===== src/rtl/bridge_frame_decoder_if.sv =====
// ---------------------------------------------------------------------------
// bridge_frame_decoder_if
// Device-side request/response bus between the frame decoder and the bridge
// master port.
//   daddr  : transaction address            (decoder -> port)
//   dwdata : write data                     (decoder -> port)
//   dmode  : 0 = read, 1 = write            (decoder -> port)
//   dvalid : transaction request            (decoder -> port)
//   dready : master port idle / ready       (port -> decoder)
//   drdata : read data                      (port -> decoder)
// Modports: master = frame decoder side, slave = master-port side.
// ---------------------------------------------------------------------------
interface bridge_frame_decoder_if #(
   parameter int ADDR_WIDTH = 16,
   parameter int DATA_WIDTH = 8
);
   logic [ADDR_WIDTH-1:0] daddr;
   logic [DATA_WIDTH-1:0] dwdata;
   logic                  dmode;
   logic                  dvalid;
   logic                  dready;
   logic [DATA_WIDTH-1:0] drdata;

   modport master (
      output daddr, dwdata, dmode, dvalid,
      input  dready, drdata
   );

   modport slave (
      input  daddr, dwdata, dmode, dvalid,
      output dready, drdata
   );
endinterface


===== src/rtl/bridge_frame_decoder.sv =====
// ---------------------------------------------------------------------------
// bridge_frame_decoder
// Assembles byte-serial command frames from the UART receiver into single
// bus transactions and returns a one-byte response to the UART transmitter.
// Frame: command (00 = read, 01 = write), ADDR_BYTES address bytes MSB first,
// then one data byte for writes. Exactly one transaction is outstanding.
//
// Ports:
//   clk, rstn          : clock, asynchronous active-low reset
//   rx_data, rx_valid  : received byte and its one-cycle strobe
//   tx_data, tx_valid  : response byte, held until tx_ready
//   tx_ready           : transmitter accepts the byte
//   dbus (master)      : device-side bus towards the master port
//   frame_err          : one-cycle pulse on bad command byte or timeout
//   rx_drop            : one-cycle pulse when a byte arrives outside parsing
// ---------------------------------------------------------------------------
module bridge_frame_decoder #(
   parameter int         ADDR_WIDTH     = 16,    // multiple of 8, 8..32
   parameter int         DATA_WIDTH     = 8,     // only 8 supported
   parameter int         TIMEOUT_CYCLES = 1000,  // minimum 2
   parameter logic [7:0] ACK_BYTE       = 8'hAA
) (
   input  logic                   clk,
   input  logic                   rstn,
   input  logic [7:0]             rx_data,
   input  logic                   rx_valid,
   output logic [7:0]             tx_data,
   output logic                   tx_valid,
   input  logic                   tx_ready,
   bridge_frame_decoder_if.master dbus,
   output logic                   frame_err,
   output logic                   rx_drop
);

   localparam int               ADDR_BYTES     = ADDR_WIDTH / 8;
   localparam int               TMO_W          = $clog2(TIMEOUT_CYCLES);
   localparam logic [TMO_W-1:0] TMO_LAST       = TMO_W'(TIMEOUT_CYCLES - 1);
   localparam logic [2:0]       LAST_ADDR_BYTE = 3'(ADDR_BYTES - 1);

   typedef enum logic [2:0] {
      S_IDLE,
      S_ADDR,
      S_DATA,
      S_ISSUE,
      S_WAIT,
      S_RESP
   } state_t;

   state_t                state;
   logic [2:0]            byte_cnt;
   logic [TMO_W-1:0]      tmo_cnt;
   logic                  seen_busy;
   logic [ADDR_WIDTH-1:0] daddr_q;
   logic [DATA_WIDTH-1:0] dwdata_q;
   logic                  dmode_q;
   logic                  dvalid_q;

   logic [ADDR_WIDTH-1:0] addr_shift;
   logic                  tmo_fire;

   // Written as a shift-and-or so an 8-bit address (one byte) needs no
   // special-case slice.
   assign addr_shift = (daddr_q << 8) | ADDR_WIDTH'(rx_data);
   assign tmo_fire   = (tmo_cnt == TMO_LAST);

   assign dbus.daddr  = daddr_q;
   assign dbus.dwdata = dwdata_q;
   assign dbus.dmode  = dmode_q;
   assign dbus.dvalid = dvalid_q;

   // NOTE: every register here is updated with <= so all branches see the
   // values from before the edge; mixing in = would make the result depend
   // on statement order.
   always_ff @(posedge clk or negedge rstn) begin
      if (!rstn) begin
         state     <= S_IDLE;
         byte_cnt  <= '0;
         tmo_cnt   <= '0;
         seen_busy <= 1'b0;
         daddr_q   <= '0;
         dwdata_q  <= '0;
         dmode_q   <= 1'b0;
         dvalid_q  <= 1'b0;
         tx_data   <= '0;
         tx_valid  <= 1'b0;
         frame_err <= 1'b0;
         rx_drop   <= 1'b0;
      end else begin
         // Pulse outputs default low; a branch below raises them for one cycle.
         frame_err <= 1'b0;
         rx_drop   <= 1'b0;

         unique case (state)
            S_IDLE: begin
               if (rx_valid) begin
                  if (rx_data[7:1] == 7'd0) begin
                     dmode_q  <= rx_data[0];
                     byte_cnt <= '0;
                     tmo_cnt  <= '0;
                     state    <= S_ADDR;
                  end else begin
                     frame_err <= 1'b1;
                  end
               end
            end

            S_ADDR: begin
               // Timeout takes priority over a byte arriving the same cycle.
               if (tmo_fire) begin
                  frame_err <= 1'b1;
                  state     <= S_IDLE;
               end else if (rx_valid) begin
                  daddr_q  <= addr_shift;
                  tmo_cnt  <= '0;
                  byte_cnt <= byte_cnt + 3'd1;
                  if (byte_cnt == LAST_ADDR_BYTE) begin
                     if (dmode_q) begin
                        state <= S_DATA;
                     end else begin
                        dvalid_q <= 1'b1;
                        state    <= S_ISSUE;
                     end
                  end
               end else begin
                  tmo_cnt <= tmo_cnt + 1'b1;
               end
            end

            S_DATA: begin
               if (tmo_fire) begin
                  frame_err <= 1'b1;
                  state     <= S_IDLE;
               end else if (rx_valid) begin
                  dwdata_q <= DATA_WIDTH'(rx_data);
                  dvalid_q <= 1'b1;
                  state    <= S_ISSUE;
               end else begin
                  tmo_cnt <= tmo_cnt + 1'b1;
               end
            end

            S_ISSUE: begin
               rx_drop <= rx_valid;
               if (dvalid_q && dbus.dready) begin
                  dvalid_q  <= 1'b0;
                  seen_busy <= 1'b0;
                  state     <= S_WAIT;
               end
            end

            S_WAIT: begin
               // The port may still look ready right after acceptance; only a
               // ready seen after a busy phase marks completion.
               rx_drop <= rx_valid;
               if (!dbus.dready) begin
                  seen_busy <= 1'b1;
               end else if (seen_busy) begin
                  tx_data  <= dmode_q ? ACK_BYTE : 8'(dbus.drdata);
                  tx_valid <= 1'b1;
                  state    <= S_RESP;
               end
            end

            S_RESP: begin
               rx_drop <= rx_valid;
               if (tx_ready) begin
                  tx_valid <= 1'b0;
                  state    <= S_IDLE;
               end
            end

            default: state <= S_IDLE;
         endcase
      end
   end

endmodule


===== src/flat_wrapper.sv =====
// flat-port wrapper written by rule: the top's interface ports become plain ports
module bridge_frame_decoder_flat 
#(
   parameter int         ADDR_WIDTH     = 16,                           
   parameter int         DATA_WIDTH     = 8,                        
   parameter int         TIMEOUT_CYCLES = 1000,              
   parameter logic [7:0] ACK_BYTE       = 8'hAA
)
  (clk, rstn, rx_data, rx_valid, tx_data, tx_valid, tx_ready, frame_err, rx_drop, dbus_daddr, dbus_dwdata, dbus_dmode, dbus_dvalid, dbus_dready, dbus_drdata);
  bridge_frame_decoder_if #(.ADDR_WIDTH(ADDR_WIDTH), .DATA_WIDTH(DATA_WIDTH)) dbus_i ();
  input  logic clk;
  input  logic rstn;
  input  logic [7:0] rx_data;
  input  logic rx_valid;
  output logic [7:0] tx_data;
  output logic tx_valid;
  input  logic tx_ready;
  output logic frame_err;
  output logic rx_drop;
  output wire logic [$bits(dbus_i.daddr)-1:0] dbus_daddr;
  output wire logic [$bits(dbus_i.dwdata)-1:0] dbus_dwdata;
  output wire logic [$bits(dbus_i.dmode)-1:0] dbus_dmode;
  output wire logic [$bits(dbus_i.dvalid)-1:0] dbus_dvalid;
  input wire logic [$bits(dbus_i.dready)-1:0] dbus_dready;
  input wire logic [$bits(dbus_i.drdata)-1:0] dbus_drdata;
  assign dbus_daddr = dbus_i.daddr;
  assign dbus_dwdata = dbus_i.dwdata;
  assign dbus_dmode = dbus_i.dmode;
  assign dbus_dvalid = dbus_i.dvalid;
  assign dbus_i.dready = dbus_dready;
  assign dbus_i.drdata = dbus_drdata;
  bridge_frame_decoder #(.ADDR_WIDTH(ADDR_WIDTH), .DATA_WIDTH(DATA_WIDTH), .TIMEOUT_CYCLES(TIMEOUT_CYCLES), .ACK_BYTE(ACK_BYTE)) u_core (.clk(clk), .rstn(rstn), .rx_data(rx_data), .rx_valid(rx_valid), .tx_data(tx_data), .tx_valid(tx_valid), .tx_ready(tx_ready), .dbus(dbus_i), .frame_err(frame_err), .rx_drop(rx_drop));
endmodule

===== config.mk =====
export PLATFORM = sky130hd
export DESIGN_NAME = bridge_frame_decoder_flat
export DESIGN_NICKNAME = d
export VERILOG_FILES = /design/src/rtl/bridge_frame_decoder_if.sv /design/src/rtl/bridge_frame_decoder.sv /design/src/flat_wrapper.sv
export SDC_FILE = /design/constraint.sdc
export NUM_CORES = 1
export LEC_CHECK = 0
export CAP_MARGIN = 20
export CORE_ASPECT_RATIO = 1.25
export CORE_MARGIN = 2
export CORE_UTILIZATION = 39
export CTS_BUF_LIST = sky130_fd_sc_hd__clkbuf_8 sky130_fd_sc_hd__clkbuf_16
export CTS_CLUSTER_DIAMETER = 200
export DETAILED_ROUTE_END_ITERATION = 16
export GPL_ROUTABILITY_DRIVEN = 0
export PLACE_DENSITY_LB_ADDON = 0.1
export SYNTH_ARGS = -nofsm -noshare
export SYNTH_HDL_FRONTEND = slang
export SYNTH_SLANG_ARGS = --single-unit

===== constraint.sdc =====
create_clock -name clk -period 1.9 [get_ports clk]
set_input_delay 0.57 -clock clk [delete_from_list [all_inputs] [get_ports clk]]
set_output_delay 0.57 -clock clk [all_outputs]
set_load 0.01 [all_outputs]

==> flow_results.org <==
** Timing
- Smallest hold slack :: 231 ps
- Clock Skew :: 4.43 ps
- Slew at the pin closest to its max-slew limit :: 381 ps
- After layout, the minimum clock period comes to 1830 ps.
- Setup violations remaining at the end of the flow were counted as 0.
- The number of pins exceeding their max-slew limit in the final report is 0.
- Derived from the worst setup path, the maximum achievable clock frequency is between 0.5 and 0.6 GHz.
- Ratio of final minimum period to clock period :: 96.2%
- Slew Limit Headroom :: 74.4%
- Number of hold-slack violations in the final timing report :: 0

** Synth
- Count leader, synth :: sky130_fd_sc_hd__dfrtp_1
- After synthesis, the cell types taking the most area are sky130_fd_sc_hd__dfrtp_1 (53%), sky130_fd_sc_hd__mux2_2 (11%), sky130_fd_sc_hd__a21oi_1 (2.8%), sky130_fd_sc_hd__o21ai_0 (2.6%), sky130_fd_sc_hd__nor2_1 (2.1%).
- Total of flip-flops plus latches after synthesis :: between 50 and 60
- The mapped netlist covers between 2000 and 3000 um^2.
- Synth cell count leaders :: sky130_fd_sc_hd__dfrtp_1 (54), sky130_fd_sc_hd__mux2_2 (26), sky130_fd_sc_hd__a21oi_1 (14), sky130_fd_sc_hd__nor2_1 (14)
- After synthesis, flip-flops and latches occupy 53.1% of the total area.
- Mapped Nets :: 247
- Gate count after technology mapping :: between 200 and 250
- sky130_fd_sc_hd__dfrtp_1 takes more of the synthesized area than any other cell.
- Synth async-reset ratio :: 100%
- In the synthesized netlist the dominant register cell turns out to be sky130_fd_sc_hd__dfrtp_1.
- Syn Area/Cell :: around 11 um^2
- After synthesis, the netlist uses 47 different library cells.
- Of the post-synthesis cell area, the dominant cell type holds 53.1%.
- Post-synth EDFFs :: 0
- Synthesis warning total :: 0

** Cells and area
- Across the whole layout, storage elements account for ~1400 um^2.
- 0 antenna diodes ended up in the layout.
- Growth of design area from synthesis to finish :: 40.7%
- Final design utilization :: 57.4%
- In the final layout, the multi-input gates occupy between 1000 and 1500 um^2.
- Nets :: between 300 and 400
- Number of fill cells in the layout :: 578
- Cells with a size suffix above 1 make up 27.1% of the layout.
- Once layout is complete, the cells apart from fillers number 399.

** Worst setup path
- Worst Path Arrival :: 2030 ps
- The worst setup path is captured at a flip-flop.
- Worst Setup SP :: rx_data[4]
- STA classifies the critical path startpoint as an input pin.
- Worst setup path class :: input pin to flip-flop
- WP data required :: 2100 ps
- In this run the worst path has a maximum fanout of 3.
- Worst flop-to-flop path startpoint :: u_core.tmo_cnt[0]$_DFFE_PN0P_

** Detailed routing
- DRC viols :: 0
- For this block, the via count after detailed routing is 2025.
- Wire length after detailed routing :: 5.77 mm
- Number of nets with antenna violations after detailed routing :: 0
- Detailed-routing iteration count for the pre-antenna-repair pass :: 4
- In the final routed layout, each cell accounts on average for ~14 um.
- Using the TritonRoute via totals, the vias-per-cell ratio works out to 5.08.
- First DRT Iteration DRCs :: 105

** Status
- The run finished with clean final reports.

** Floorplanning
- The floorplan step defined a core boundary enclosing around 6200 um^2.
- Die Y :: about 94 um
- Die W :: approximately 76 um
- Initial Utilization :: about 41%
- Top-level port count :: between 50 and 60
- Std-Cell Rows :: 32
- The floorplan step defined a die boundary enclosing between 7000 and 8000 um^2.

** Placement
- HPWL after detailed placement :: 4.11 mm
- Placed insts :: 390
- In this run the tool buffered the top-level ports with 57 buffer cells.

** Run
- The tool flagged a number of max-cap violations equal to 0.

** Clocking
- In this run, CTS created clock tree buffers numbering 5.
- Clock tree synthesis selected as its root buffer the cell sky130_fd_sc_hd__clkbuf_8.
- After clock tree synthesis, the flow added hold-fix buffers numbering 0.
- Clk buf depth :: 2
- CTS tree :: yes
- After clock tree synthesis, the clock-pin slew on the worst setup and hold paths is 100 ps.
- Clock Sink Count :: 54
- Clock latency on the worst-skew pair :: between 300 and 400 ps
- Maximum level of the CTS H-tree :: 2

** Power and ir drop
- Power density normalized to cell area :: roughly 1300 nW/um^2
- P_leak :: 1.56 nW
- Across the VDD grid, the largest voltage drop is 0.000797 V.

** Global routing
- The first global-routing pass estimated 9.76 mm of wire.
- The total overflow left after global routing is 0.
- The number of global-route vias before repair is 2112.
- Global routing used approximately 17% of the available tracks.
- Number of antenna violations at the first check in global routing :: 0
- Pin count of the biggest net entering global routing :: 55

** Min path
- The path class of the tightest hold or removal check is input pin to asynchronous set/reset pin.
[where the power goes]
part / total, W / internal [W] / switching, W
logic: 0.00228 / 0.00136 / 0.000919
registers: 0.00187 / 0.00156 / 0.000310
clock network: 0.000650 / 0.000260 / 0.000390
[repair_timing]
item | CTS | global route
pin swaps | 0 | 1
endpoints found under the setup margin | 5 | 15
gates resized for setup | 3 | 7
gates cloned | 0 | 0
setup buffers | 0 | 1
[worst max-delay path, stage by stage]
cell and delay, ps:
sky130_fd_sc_hd__clkdlybuf4s50_1 440, sky130_fd_sc_hd__nor4_2 280, sky130_fd_sc_hd__buf_4 170, sky130_fd_sc_hd__nand3_2 110, sky130_fd_sc_hd__o21ai_2 120, sky130_fd_sc_hd__mux2_2 340
[sequential cells by signal, indices dropped and copies added, names as in the netlist]
| signal | flops |
|---|---|
| u_core.dbus.dmode | 1 |
| u_core.state | 3 |
| u_core.tx_data | 8 |
| u_core.dbus.dwdata | 8 |
| u_core.tmo_cnt | 10 |
| u_core.dbus.dvalid | 1 |
| u_core.frame_err | 1 |
| u_core.tx_valid | 1 |
| u_core.seen_busy | 1 |
| u_core.dbus.daddr | 16 |
| u_core.rx_drop | 1 |
| u_core.byte_cnt | 3 |
[layer usage]
layer	share of wire, %	track usage (%)	vias to the layer above	wire length, um
met5	0	0	-	0
met4	1.4	6.52	0	80
met1	43	20.6	1004	2490
met2	51	29.3	35	2920
li1	-	-	980	-
met3	4.9	3.73	6	281
[per-stage QoR]
stage	TNS (ps)	cell area [um^2]	power, W	setup slack [ps]
2_1_floorplan	-2.43	2570	0.00301	-2.43
3_3_place_gp	-8240	3450	0.00413	-379
3_5_place_dp	-8410	3450	0.00416	-403
4_1_cts	0	3550	0.00485	23.1
5_1_grt	-5.25	3580	0.00514	-5.25
6_report	0	3580	0.00481	72.5
[final timing paths]
| path | endpoint | slack [ps] | cells past startpoint |
|---|---|---|---|
| max | u_core.tmo_cnt[0]$_DFFE_PN0P_ | 70 | 6 |
| min | u_core.dbus.dwdata[1]$_DFFE_PN0P_ | 230 | 2 |
| max reg2reg | u_core.tmo_cnt[3]$_DFFE_PN0P_ | 100 | 5 |
| min reg2reg | u_core.byte_cnt[2]$_DFFE_PN0P_ | 490 | 1 |
| max in group asynchronous | u_core.state[0]$_DFFE_PN0P_ | 1410 | 2 |
| min in group clk | u_core.byte_cnt[2]$_DFFE_PN0P_ | 490 | 1 |
[cells by family (layout without fill, tap and decap cells)]
group,after synthesis,count (layout),synth area share [%]
adders and majority gates,3,3,1.47
AOI/OAI and AO/OA,44,44,11.5
and+or+nand+nor,73,73,17.4
DFF,54,54,53.1
buffers and inverters,17,108,2.95
muxes,28,28,12.3
xor gates and xnor gates,4,4,1.38
[layout by cell type (no fill, tap or decap), types with 2 or more instances in the layout]
master,synthesis,layout
sky130_fd_sc_hd__nand2_1,13,13
sky130_fd_sc_hd__nand2b_1,2,2
sky130_fd_sc_hd__mux2i_1,2,2
sky130_fd_sc_hd__clkdlybuf4s50_1,0,54
sky130_fd_sc_hd__a21boi_0,2,2
sky130_fd_sc_hd__clkbuf_8,0,5
sky130_fd_sc_hd__dfrtp_2,0,2
sky130_fd_sc_hd__ha_1,3,3
sky130_fd_sc_hd__nand4_1,4,4
sky130_fd_sc_hd__or3_1,3,3
sky130_fd_sc_hd__nand3b_1,5,5
sky130_fd_sc_hd__nand3_1,6,5
sky130_fd_sc_hd__nor2b_1,4,4
sky130_fd_sc_hd__nor3_1,3,3
sky130_fd_sc_hd__or4_1,2,2
sky130_fd_sc_hd__o21ai_0,13,12
sky130_fd_sc_hd__xor2_1,4,4
sky130_fd_sc_hd__a21oi_1,14,14
sky130_fd_sc_hd__inv_1,8,8
sky130_fd_sc_hd__dfrtp_1,54,52
sky130_fd_sc_hd__and3_1,3,2
sky130_fd_sc_hd__mux2_2,26,26
sky130_fd_sc_hd__nor2_1,14,14
sky130_fd_sc_hd__nand3_2,1,2
sky130_fd_sc_hd__o211ai_1,3,3
sky130_fd_sc_hd__buf_4,2,32
sky130_fd_sc_hd__o31ai_1,3,3
sky130_fd_sc_hd__buf_12,0,2
sky130_fd_sc_hd__or2b_1,2,2
[layout make-up]
type | instances | area share, %
sequential | 54 | 37.8
multi-input combinational | 152 | 31.9
clock buffer | 5 | 1.92
inverter | 8 | 0.838
clock inverter | 3 | 0.594
timing repair buffer | 92 | 24.0
tap | 85 | 2.97
No activity file was read; power rests on OpenSTA's default activity.
